<file path="src/rtl/pipe_pkg.sv">
// Shared definitions for the elastic pipeline-stage register.
package pipe_pkg;

  // Number of held entries; the encoding doubles as the occupancy count.
  typedef enum logic [1:0] {
    ST_EMPTY = 2'd0,
    ST_ONE   = 2'd1,
    ST_FULL  = 2'd2
  } state_t;

endpackage

</file>
<file path="src/rtl/pipe_slot.sv">
// One payload/control register; control is cleared whenever the slot empties.
module pipe_slot
  import pipe_pkg::*;
#(
  parameter int unsigned DATA_W = 32,
  parameter int unsigned CTRL_W = 8
) (
  input  logic              clk,
  input  logic              CLR,
  input  logic              load,
  input  logic              kill_ctrl,
  input  logic [DATA_W-1:0] load_data,
  input  logic [CTRL_W-1:0] load_ctrl,
  output logic [DATA_W-1:0] data,
  output logic [CTRL_W-1:0] ctrl
);

  // Kill wins over load so a flushed slot never exposes live control.
  always_ff @(posedge clk) begin
    if (CLR) begin
      data <= '0;
      ctrl <= '0;
    end else if (kill_ctrl) begin
      ctrl <= '0;
    end else if (load) begin
      data <= load_data;
      ctrl <= load_ctrl;
    end
  end

endmodule

</file>
<file path="src/rtl/pipe_stage_skid.sv">
// Elastic inter-stage register with optional two-entry skid and bubble zeroing.
module pipe_stage_skid
  import pipe_pkg::*;
#(
  parameter int unsigned DATA_W = 32,
  parameter int unsigned CTRL_W = 8,
  parameter int unsigned SKID   = 1
) (
  input  logic              clk,
  input  logic              CLR,
  input  logic              flush,
  input  logic              in_valid,
  output logic              in_ready,
  input  logic [DATA_W-1:0] in_data,
  input  logic [CTRL_W-1:0] in_ctrl,
  output logic              out_valid,
  input  logic              out_ready,
  output logic [DATA_W-1:0] out_data,
  output logic [CTRL_W-1:0] out_ctrl,
  output logic [1:0]        occupancy
);

  state_t st, st_nxt;
  logic in_ready_q;
  logic in_fire, out_fire;
  logic main_load, main_from_skid, main_kill;
  logic skid_load, skid_kill;
  logic [DATA_W-1:0] main_load_data, skid_data;
  logic [CTRL_W-1:0] main_load_ctrl, skid_ctrl;

  assign out_valid = (st != ST_EMPTY);
  assign occupancy = 2'(st);
  assign in_fire   = in_valid & in_ready;
  assign out_fire  = out_valid & out_ready;

  // State and registered ready; ready is low only when the next state is FULL.
  always_ff @(posedge clk) begin
    if (CLR) begin
      st         <= ST_EMPTY;
      in_ready_q <= 1'b0;
    end else begin
      st         <= st_nxt;
      in_ready_q <= (st_nxt != ST_FULL);
    end
  end

  always_comb begin
    st_nxt         = st;
    main_load      = 1'b0;
    main_from_skid = 1'b0;
    main_kill      = 1'b0;
    skid_load      = 1'b0;
    skid_kill      = 1'b0;
    if (flush) begin
      st_nxt    = ST_EMPTY;
      main_kill = 1'b1;
      skid_kill = 1'b1;
    end else begin
      case (st)
        ST_EMPTY: begin
          if (in_fire) begin
            main_load = 1'b1;
            st_nxt    = ST_ONE;
          end
        end
        ST_ONE: begin
          if (in_fire && out_fire) begin
            main_load = 1'b1;
          end else if (in_fire) begin
            if (SKID != 0) begin
              skid_load = 1'b1;
              st_nxt    = ST_FULL;
            end
          end else if (out_fire) begin
            main_kill = 1'b1;
            st_nxt    = ST_EMPTY;
          end
        end
        ST_FULL: begin
          if (out_fire) begin
            main_load      = 1'b1;
            main_from_skid = 1'b1;
            skid_kill      = 1'b1;
            st_nxt         = ST_ONE;
          end
        end
        default: st_nxt = ST_EMPTY;
      endcase
    end
  end

  assign main_load_data = main_from_skid ? skid_data : in_data;
  assign main_load_ctrl = main_from_skid ? skid_ctrl : in_ctrl;

  pipe_slot #(.DATA_W(DATA_W), .CTRL_W(CTRL_W)) u_main (
    .clk       (clk),
    .CLR       (CLR),
    .load      (main_load),
    .kill_ctrl (main_kill),
    .load_data (main_load_data),
    .load_ctrl (main_load_ctrl),
    .data      (out_data),
    .ctrl      (out_ctrl)
  );

  // Skid mode registers ready; single-slot mode passes downstream ready through.
  if (SKID != 0) begin : g_skid
    assign in_ready = in_ready_q;

    pipe_slot #(.DATA_W(DATA_W), .CTRL_W(CTRL_W)) u_skid (
      .clk       (clk),
      .CLR       (CLR),
      .load      (skid_load),
      .kill_ctrl (skid_kill),
      .load_data (in_data),
      .load_ctrl (in_ctrl),
      .data      (skid_data),
      .ctrl      (skid_ctrl)
    );
  end else begin : g_no_skid
    assign in_ready  = ~CLR & (~out_valid | out_ready);
    assign skid_data = '0;
    assign skid_ctrl = '0;
  end

endmodule
</file>
<file path="config.mk">
export PLATFORM = sky130hd
export DESIGN_NAME = pipe_stage_skid
export DESIGN_NICKNAME = d
export VERILOG_FILES = /design/src/rtl/pipe_pkg.sv /design/src/rtl/pipe_slot.sv /design/src/rtl/pipe_stage_skid.sv
export SDC_FILE = /design/constraint.sdc
export NUM_CORES = 1
export LEC_CHECK = 0
export BUFFER_PORTS_ARGS = -buffer_cell sky130_fd_sc_hd__buf_2
export CORE_ASPECT_RATIO = 1.2
export CORE_UTILIZATION = 40
export CTS_BUF_LIST = sky130_fd_sc_hd__clkbuf_16
export DETAILED_ROUTE_END_ITERATION = 10
export PLACE_DENSITY = 0.65
export SYNTH_ARGS = -nofsm -noshare
export SYNTH_HDL_FRONTEND = slang
export SYNTH_SLANG_ARGS = --single-unit
</file>
<file path="constraint.sdc">
create_clock -name clk -period 4.15 [get_ports clk]
set_input_delay 0.83 -clock clk [delete_from_list [all_inputs] [get_ports clk]]
set_output_delay 0.83 -clock clk [all_outputs]
set_load 0.005 [all_outputs]
</file>
==> results of run 1 <==
-- routing by layer --
| layer | global-route usage | up-vias |
|---|---|---|
| met5 | 0 | - |
| met2 | 0.344 | 99 |
| li1 | - | 1490 |
| met3 | 0.0312 | 4 |
| met4 | 0.0949 | 0 |
| met1 | 0.238 | 1405 |
-- power breakdown --
group / internal [mW] / total [mW] / switching, mW
Combinational: 0.0665 / 0.156 / 0.0900
Clock: 0.453 / 0.737 / 0.283
Sequential: 0.823 / 0.837 / 0.0142
-- path summary, 6_finish.rpt --
path                                    endpoint  cells past startpoint  slack [ns]
max                 u_main.data[25]$_SDFFE_PP0P_                      6        1.73
min          g_skid.u_skid.data[30]$_SDFFE_PP0P_                      2        0.45
max reg2reg         u_main.data[25]$_SDFFE_PP0P_                      5        1.93
min reg2reg  g_skid.u_skid.data[30]$_SDFFE_PP0P_                      2        0.45
-- cells by family (layout without fill, tap and decap cells) --
family | count (synthesis) | in the layout | synth area share
buffers and inverters | 36 | 111 | 0.0497
AND/OR/NAND/NOR | 178 | 178 | 0.280
flip-flops | 83 | 83 | 0.492
AO/OA/AOI/OAI | 85 | 85 | 0.178
-- worst max-delay path: cells and delay by family --
kind	cells	cell delay, ns
AOI/OAI and AO/OA	2	0.74
buffers and inverters	2	0.58
and+or+nand+nor	2	0.52
-- Yosys cell counts, drive strengths merged --
master / count / area [sq um]
o31ai: 1 / 21.3
nand3: 2 / 10.0
or4b: 1 / 10.0
nor3: 41 / 370
nand2: 82 / 308
nor2b: 1 / 6.26
o311a: 1 / 10.0
nand3b: 1 / 7.51
nor4b: 1 / 15.0
o31a: 1 / 8.76
inv: 2 / 7.51
nor2: 41 / 154
clkbuf: 17 / 63.8
and4b: 1 / 10.0
a21oi: 41 / 205
and2b: 1 / 7.51
or3: 1 / 6.26
dfxtp: 83 / 1660
a221oi: 40 / 350
or2: 2 / 12.5
a31oi: 1 / 6.26
and3b: 1 / 8.76
and4bb: 1 / 12.5
buf: 17 / 96.3
nor4: 1 / 6.26
-- area by class of cell --
cell class	instances	area share
clock buffer	9	0.0545
inverter	2	0.00182
multi-input combinational	263	0.377
clock inverter	6	0.0124
sequential	83	0.402
tap	114	0.0345
timing repair buffer	94	0.118
-- registers in the layout (all words and copies together), names as in the netlist --
register and count:
g_skid.u_skid.data 32, u_main.data 32, g_skid.u_skid.ctrl 8, u_main.ctrl 8, occupancy 2, in_ready 1
-- metrics by stage --
step           std cells   util  setup slack, ns  power [mW]
2_1_floorplan        382      -             2.23       0.942
6_report             571  0.507             1.73        1.73
5_1_grt              571  0.507             1.61        1.81
4_1_cts              571  0.507             1.74        1.76
3_5_place_dp         556  0.473             1.38        1.01
3_3_place_gp         556  0.473             1.43        1.01
==> impl_metrics.json, run 1 <==
{
  "outcome": "finished, final reports clean",
  "design_area_sq_um": 4130,
  "clkTransAtPathRegs_ns": 0.06,
  "clock_sinks": 83,
  "ctsHoldBuffers": 0,
  "core_sq_um": 8150,
  "synthCells": 382,
  "multi_input_area_sq_um": 1560,
  "drive_above_1_share": 0.317,
  "nFillCells": 790,
  "power_density_nw_per_um2": 419,
  "skew_ns": 0.00698,
  "cts_tree": "yes",
  "ys_types": 28,
  "die_area_sq_um": 8810,
  "start_kind": "primary input",
  "crit_chain": "buf_2 > and3b_2 > o31ai_4 > buf_4 > a221oi_1 > nor3_2",
  "max-clock-path-buffers": 2,
  "cpPeakStageDelay_ns": 0.63,
  "totalWireLength_mm": 8.43,
  "startpoint": "out_ready",
  "gr-usage-all-layers": 0.197,
  "vias": 2998,
  "yosysWarnings": 0,
  "drt-pass1-iter-count": 4,
  "fmax_mhz": 413,
  "peakVddDrop_mv": 0.226,
  "power.leakage_nw": 1.58,
  "die_y_microns": 103,
  "routed_via_density": 5.25,
  "grt_pass1_wl_mm": 13.6,
  "crit_type": "in2reg",
  "first_global_vias": 2846,
  "slew_viol_final": 0,
  "antenna_found_initial": 0,
  "worstHoldPathType": "reg2reg",
  "route.met2.wl_mm": 4.41,
  "drc_errors": 0,
  "min_period_over_period": 0.583,
  "start_util": 0.414,
  "worstSkewPairLatency_ns": 0.33,
  "rsz0062_at_grt": "no",
  "required_ns": 4.39,
  "grt-ovfl-total": 0,
  "critPathMaxFanout": 26,
  "final_common_cell": "buf_2",
  "routed.top_layer": "met4",
  "hold_viol": 0,
  "wl_met1_mm": 3.48,
  "whs_ns": 0.454,
  "syn_area_sq_um": 3380,
  "grt_max_degree": 41,
  "htreeDepth": 3,
  "min_period_ns": 2.42,
  "rr_startpoint": "occupancy[0]$_SDFF_PP0_",
  "port_buffers": 88,
  "ant_nets": 0,
  "nets": 498,
  "place.gp.congestion": 0.758,
  "worstMarginPinSlew_ns": 0.872,
  "cts-root-buf": "clkbuf_16",
  "ys_seq_elements": 83,
  "syn_avg_cell_area_sq_um": 8.84,
  "worstSetupEndpointType": "flop",
  "setup_viol": 0,
  "drt-wirelength-per-cell_microns": 14.8,
  "post-cts-setup-buffer-count": 0,
  "hold_start": "g_skid.u_skid.data[30]$_SDFFE_PP0P_",
  "placed_area_sq_um": 3850,
  "num_rows": 36,
  "routed-wl-met3_microns": 455,
  "ys_seq_area_frac": 0.492,
  "antennaDiodeCount": 0,
  "synth_nets": 427,
  "pin_count": 89,
  "critPathSlowestCell": "o31ai_4",
  "setup_tns_ns": 0,
  "numCtsBuffers": 9,
  "final_cell_mix": "buf_2 (88), dfxtp_1 (83), nand2_1 (82)",
  "drv_cap": 0,
  "die_w_microns": 85.9,
  "max-slew-margin-rel": 0.419,
  "post_cts_resized": 0,
  "seq_area_sq_um": 1660,
  "syn_to_final_growth_pct": 22.4,
  "crit_arrival_ns": 2.66,
  "drt_iter0_drc": 161,
  "dp_hpwl_mm": 5.35
}
(Power assumes the default switching activity.)
==> run 2, diff against run 1 <==
Settings changed: ABC_AREA set to 1.
Clock period 4.15 ns to 2.4 ns, I/O delays scaled along.
==> run 2 against run 1 <==
  * Worst hold slack worse by 0.091 ns
  * Die area up 7.8%
  * First-iteration DRC count down 8.7%
  * Critical path depth down 3
  * Global-route usage down 0.94 points
  * Non-clock buffer count down 1
  * Via count up 15%
  * Sequential share of layout area down 2.8 points
  * Cell count up 30%
  * Largest cell class unchanged
==> impl_metrics.json, run 2 <==
{
  "clkPwrFrac": 0.462,
  "worstMarginPinSlew_ns": 0.655,
  "ctsHoldBuffers": 0,
  "required_ns": 1.92,
  "combPwrFrac": 0.071,
  "worstSkewPairLatency_ns": 0.33,
  "multi_input_area_sq_um": 1630,
  "die_w_microns": 89.1,
  "core_sq_um": 8700,
  "final_cell_mix": "nor2_1 (157), nand2_1 (130), buf_2 (88)",
  "ys_types": 21,
  "totalWireLength_mm": 8.51,
  "ant_nets": 0,
  "pwr-share-seq": 0.466,
  "min_period_ns": 1.63,
  "netlist_top_cells_area": "dfxtp_1 (46%), nor2_1 (16%), nand2_1 (13%), o21ai_0 (9.2%), inv_1 (4.6%)",
  "clock_sinks": 83,
  "top_regs": "g_skid.u_skid.data: 32 flops, u_main.data: 32 flops",
  "seq_area_sq_um": 1660,
  "switchingPower_uw": 667,
  "cts_tree": "yes",
  "drive_above_1_share": 0.182,
  "max-slew-margin-rel": 0.562,
  "die_y_microns": 107,
  "grt_max_degree": 82,
  "yosysWarnings": 0,
  "post_cts_resized": 0,
  "fmax_mhz": 613,
  "power.leakage_nw": 2.31,
  "synthFlopType": "dfxtp_1",
  "min_period_over_period": 0.680,
  "drt-wirelength-per-cell_microns": 11.5,
  "antenna_found_initial": 0,
  "hold_viol": 0,
  "drc_errors": 0,
  "synth_edf_count": 0,
  "intPower_mw": 2.40,
  "antennaDiodeCount": 0,
  "die_area_sq_um": 9500,
  "gr-usage-all-layers": 0.188,
  "synthCells": 548,
  "start_util": 0.419,
  "nets": 665,
  "nFillCells": 896,
  "switching_share": 0.217,
  "drt_iter0_drc": 147,
  "dp_hpwl_mm": 5.41,
  "ys_seq_area_frac": 0.456,
  "setup_tns_ns": 0,
  "max-clock-path-buffers": 2,
  "grt-ovfl-total": 0,
  "peakVddDrop_mv": 0.295,
  "skew_ns": 0.00817,
  "grt_pass1_wl_mm": 13.8,
  "routed_via_density": 4.65,
  "htreeDepth": 3,
  "crit_arrival_ns": 1.15,
  "first_global_vias": 2997,
  "final_common_cell": "nor2_1",
  "synth_largest_area_cell": "dfxtp_1",
  "place.gp.congestion": 0.814,
  "syn_area_sq_um": 3640,
  "rsz0062_at_grt": "no",
  "critPathMaxFanout": 6,
  "synth_top_area_frac": 0.456,
  "syn_to_final_growth_pct": 21.9,
  "cts-root-buf": "clkbuf_16",
  "start_kind": "flop",
  "slew_viol_final": 0,
  "worstSetupEndpointType": "output pin",
  "clkTransAtPathRegs_ns": 0.06,
  "worstHoldPathType": "in2reg",
  "synth_nets": 593,
  "drv_cap": 0,
  "syn_avg_cell_area_sq_um": 6.65,
  "synth_common_cells": "nor2_1 (157), nand2_1 (130), dfxtp_1 (83), o21ai_0 (67), inv_1 (45)",
  "whs_ns": 0.363,
  "synthArstFlopShare": 0,
  "num_rows": 37,
  "port_buffers": 88,
  "ys_seq_elements": 83,
  "numCtsBuffers": 9,
  "pin_count": 89,
  "outcome": "finished, final reports clean",
  "vias": 3451,
  "yosysMostFrequentCell": "nor2_1",
  "post-cts-setup-buffer-count": 0,
  "power_density_nw_per_um2": 692,
  "setup_viol": 0,
  "drt-pass1-iter-count": 4,
  "crit_type": "reg2out"
}
-- run 2: final cells by class --
type,instances,share of cell area
clock buffers,9,0.0507
clock inverters,7,0.0186
inverters,48,0.0406
multi-input cells,385,0.367
flip-flops and latches,83,0.374
well taps,117,0.0330
repair buffers,93,0.116
-- run 2: final timing paths --
path	startpoint	endpoint	cells after the start	slack, ns
max reg2reg	occupancy[1]$_SDFF_PP0_	u_main.data[17]$_SDFFE_PP0P_	6	0.79
max	occupancy[1]$_SDFF_PP0_	out_valid	3	0.77
min reg2reg	u_main.ctrl[0]$_SDFFE_PP0P_	u_main.ctrl[0]$_SDFFE_PP0P_	2	0.48
min	CLR	occupancy[1]$_SDFF_PP0_	2	0.36
-- run 2: kinds of logic after synthesis --
logic type      Yosys count  synth area share
simple gates            315             0.351
compound gates           70            0.0968
buf+inv                  80            0.0965
flops                    83             0.456
-- run 2: stage by stage --
stage	util	instance area (sq um)	setup WS, ns	power [mW]	cells
final	0.510	4440	0.768	3.07	742
after floorplan	-	3640	0.978	1.58	548
after detailed placement	0.475	4130	0.573	1.68	726
after global routing	0.510	4440	0.634	3.20	742
after CTS	0.510	4440	0.762	3.11	742
after global placement	0.475	4130	0.600	1.68	726
-- run 2: metal layers --
layer,up-vias,part of all wire,track usage
met1,1539,0.47,0.242
met5,-,0,0
met2,75,0.48,0.303
met4,0,0.013,0.0692
met3,7,0.041,0.0411
li1,1830,-,-
-- run 2: worst max-delay path: stages (launching register included) --
cell and delay [ns]:
dfxtp_1 0.48, inv_1 0.13, nand2_1 0.10, buf_2 0.11
-- run 2: power groups by stage --
stage	combinational [mW]	clock [mW]	sequential, mW
finish	0.219	1.42	1.43
global route	0.251	1.51	1.44
CTS	0.222	1.46	1.43
detailed placement	0.220	0	1.46
global placement	0.217	0	1.46
floorplan	0.113	0	1.46
==> run 3, diff against run 2 <==
Settings changed: PLACE_DENSITY 0.65 to 0.67.
Clock period 2.4 ns to 1.3 ns, I/O delays scaled along.
==> run 3 against run 2 <==
  * Worst hold slack worse by 0.21 ns
  * Critical endpoint unchanged
  * Setup slack got worse by 0.74 ns
  * Sequential share of layout area down 2.9 points
  * Critical path type unchanged
  * Largest cell class is now multi-input gates
==> impl_metrics.json, run 3 (same netlist as run 2, synthesis figures left out) <==
{
  "outcome": "finished, final reports clean",
  "total_power_mw": 5.93,
  "final_cell_mix": "nor2_1 (144), nand2_1 (130), buf_2 (88)",
  "antenna_found_initial": 0,
  "ant_nets": 0,
  "numCtsBuffers": 9,
  "dp_worst_setup_slack_ns": -0.120,
  "skew_ns": 0.00728,
  "placed_area_sq_um": 4290,
  "clkPwrFrac": 0.477,
  "totalWireLength_mm": 9.57,
  "gr-usage-all-layers": 0.196,
  "worstMarginPinSlew_ns": 0.217,
  "crit_chain": "inv_1 > nand2_1 > buf_2",
  "vias": 3659,
  "dp_hpwl_mm": 5.76,
  "clock_sinks": 83,
  "antennaDiodeCount": 0,
  "crit_type": "reg2out",
  "intPower_mw": 4.67,
  "cts-root-buf": "clkbuf_16",
  "pwr-share-seq": 0.445,
  "peakVddDrop_mv": 0.611,
  "design_area_sq_um": 4830,
  "nets": 687,
  "combPwrFrac": 0.078,
  "worstHoldPathType": "in2reg",
  "drt_iter0_drc": 170,
  "cpPeakStageDelay_ns": 0.39,
  "rr_worst_depth": 6,
  "top_regs": "g_skid.u_skid.data: 32 flops, u_main.data: 32 flops",
  "setup_slack_ns": 0.0252,
  "max-slew-margin-rel": 0.854,
  "syn_to_final_growth_pct": 32.6,
  "critPathSlowestCell": "dfxtp_2",
  "die_w_microns": 89.1,
  "dp_cells": 740,
  "final_common_cell": "nor2_1",
  "ctsHoldBuffers": 0,
  "port_buffers": 88,
  "setup_viol": 0,
  "min_period_ns": 1.27,
  "hold_end": "occupancy[1]$_SDFF_PP0_",
  "crit_arrival_ns": 1.01,
  "num_rows": 37,
  "worstSetupEndpointType": "output pin",
  "rr_startpoint": "occupancy[0]$_SDFF_PP0_",
  "min_period_over_period": 0.981,
  "required_ns": 1.04,
  "clkTransAtPathRegs_ns": 0.06,
  "drive_above_1_share": 0.243,
  "drc_errors": 0,
  "cts_tree": "yes",
  "die_area_sq_um": 9500,
  "power_density_nw_per_um2": 1230,
  "r2r_slack_ns": 0.04,
  "pin_count": 89,
  "start_kind": "flop",
  "place.gp.congestion": 0.862,
  "die_y_microns": 107,
  "switching_share": 0.213,
  "routed_via_density": 4.79,
  "critPathMaxFanout": 4,
  "core_sq_um": 8700,
  "setup_tns_ns": 0,
  "hold_viol": 0,
  "hold_start": "CLR",
  "rr_endpoint": "g_skid.u_skid.ctrl[5]$_SDFFE_PP0P_",
  "worstSkewPairLatency_ns": 0.33,
  "fmax_mhz": 784,
  "switchingPower_mw": 1.26,
  "rsz0062_at_grt": "yes",
  "grt-ovfl-total": 0,
  "htreeDepth": 3,
  "min_path_cells": 2,
  "drt-wirelength-per-cell_microns": 12.5,
  "power.leakage_nw": 2.49,
  "drt-pass1-iter-count": 5,
  "grt_pass1_wl_mm": 14.4,
  "drv_cap": 0,
  "max-clock-path-buffers": 2,
  "slew_viol_final": 0,
  "start_util": 0.419,
  "final_cells": 764,
  "grt_max_degree": 42,
  "first_global_vias": 3314
}
## run 3: cell types whose count changed in the layout (fill, tap and decap cells not counted), sizes merged
cell	before	now
bufinv	2	3
clkinv	5	4
buf	93	112
clkbuf	9	12
## run 3: cell type report
type / count / area, sq um
clock buffers: 9 / 225
clock inverters: 7 / 106
flip-flops and latches: 83 / 1670
repair buffers: 115 / 815
multi-input cells: 385 / 1690
well taps: 117 / 146
fillers: 893 / 3870
inverters: 48 / 180
## run 3: how the worst max path moves through the flow
stage                                        from                            endpoint  slack (ns)  cells after the start
after CTS                 occupancy[0]$_SDFF_PP0_  g_skid.u_skid.ctrl[4]$_SDFFE_PP0P_        0.01                      6
after global placement                      flush        u_main.data[16]$_SDFFE_PP0P_       -0.07                      8
after floorplan           occupancy[1]$_SDFF_PP0_        u_main.data[28]$_SDFFE_PP0P_        0.03                      7
after global routing      occupancy[0]$_SDFF_PP0_  g_skid.u_skid.ctrl[3]$_SDFFE_PP0P_       -0.03                      6
after detailed placement                out_ready  g_skid.u_skid.ctrl[4]$_SDFFE_PP0P_       -0.12                      7
final                     occupancy[1]$_SDFF_PP0_                           out_valid        0.03                      3
## run 3: power by group through the flow
stage	clock network (mW)	logic [mW]	registers, mW
after global routing	3.00	0.519	2.64
after floorplan	0	0.209	2.70
final	2.83	0.463	2.64
after detailed placement	0	0.444	2.69
after global placement	0	0.438	2.69
after CTS	2.89	0.453	2.64
## run 3: worst max-delay path, delay by kind of cell, from the launching register on
family | cells | cell delay (ns)
buf+inv | 2 | 0.21
flops | 1 | 0.39
simple gates | 1 | 0.09
## run 3: layer usage
metal | up-vias | track usage | wire (microns)
met2 | 103 | 0.337 | 4790
met4 | 0 | 0.0896 | 206
met1 | 1664 | 0.229 | 4150
met5 | - | 0 | 0
met3 | 16 | 0.0396 | 425
li1 | 1876 | - | -
## run 3: stage by stage
step	hold WS (ns)	util
floorplan	0.331	-
global placement	0.459	0.493
detailed placement	0.470	0.493
CTS	0.143	0.537
global route	0.157	0.555
finish	0.155	0.555
## run 3: what timing repair did
item / CTS / global route
gates cloned: 1 / 5
resized for setup: 6 / 24
setup buffers: 2 / 0
pin swaps: 2 / 2
setup endpoints to repair: 78 / 76
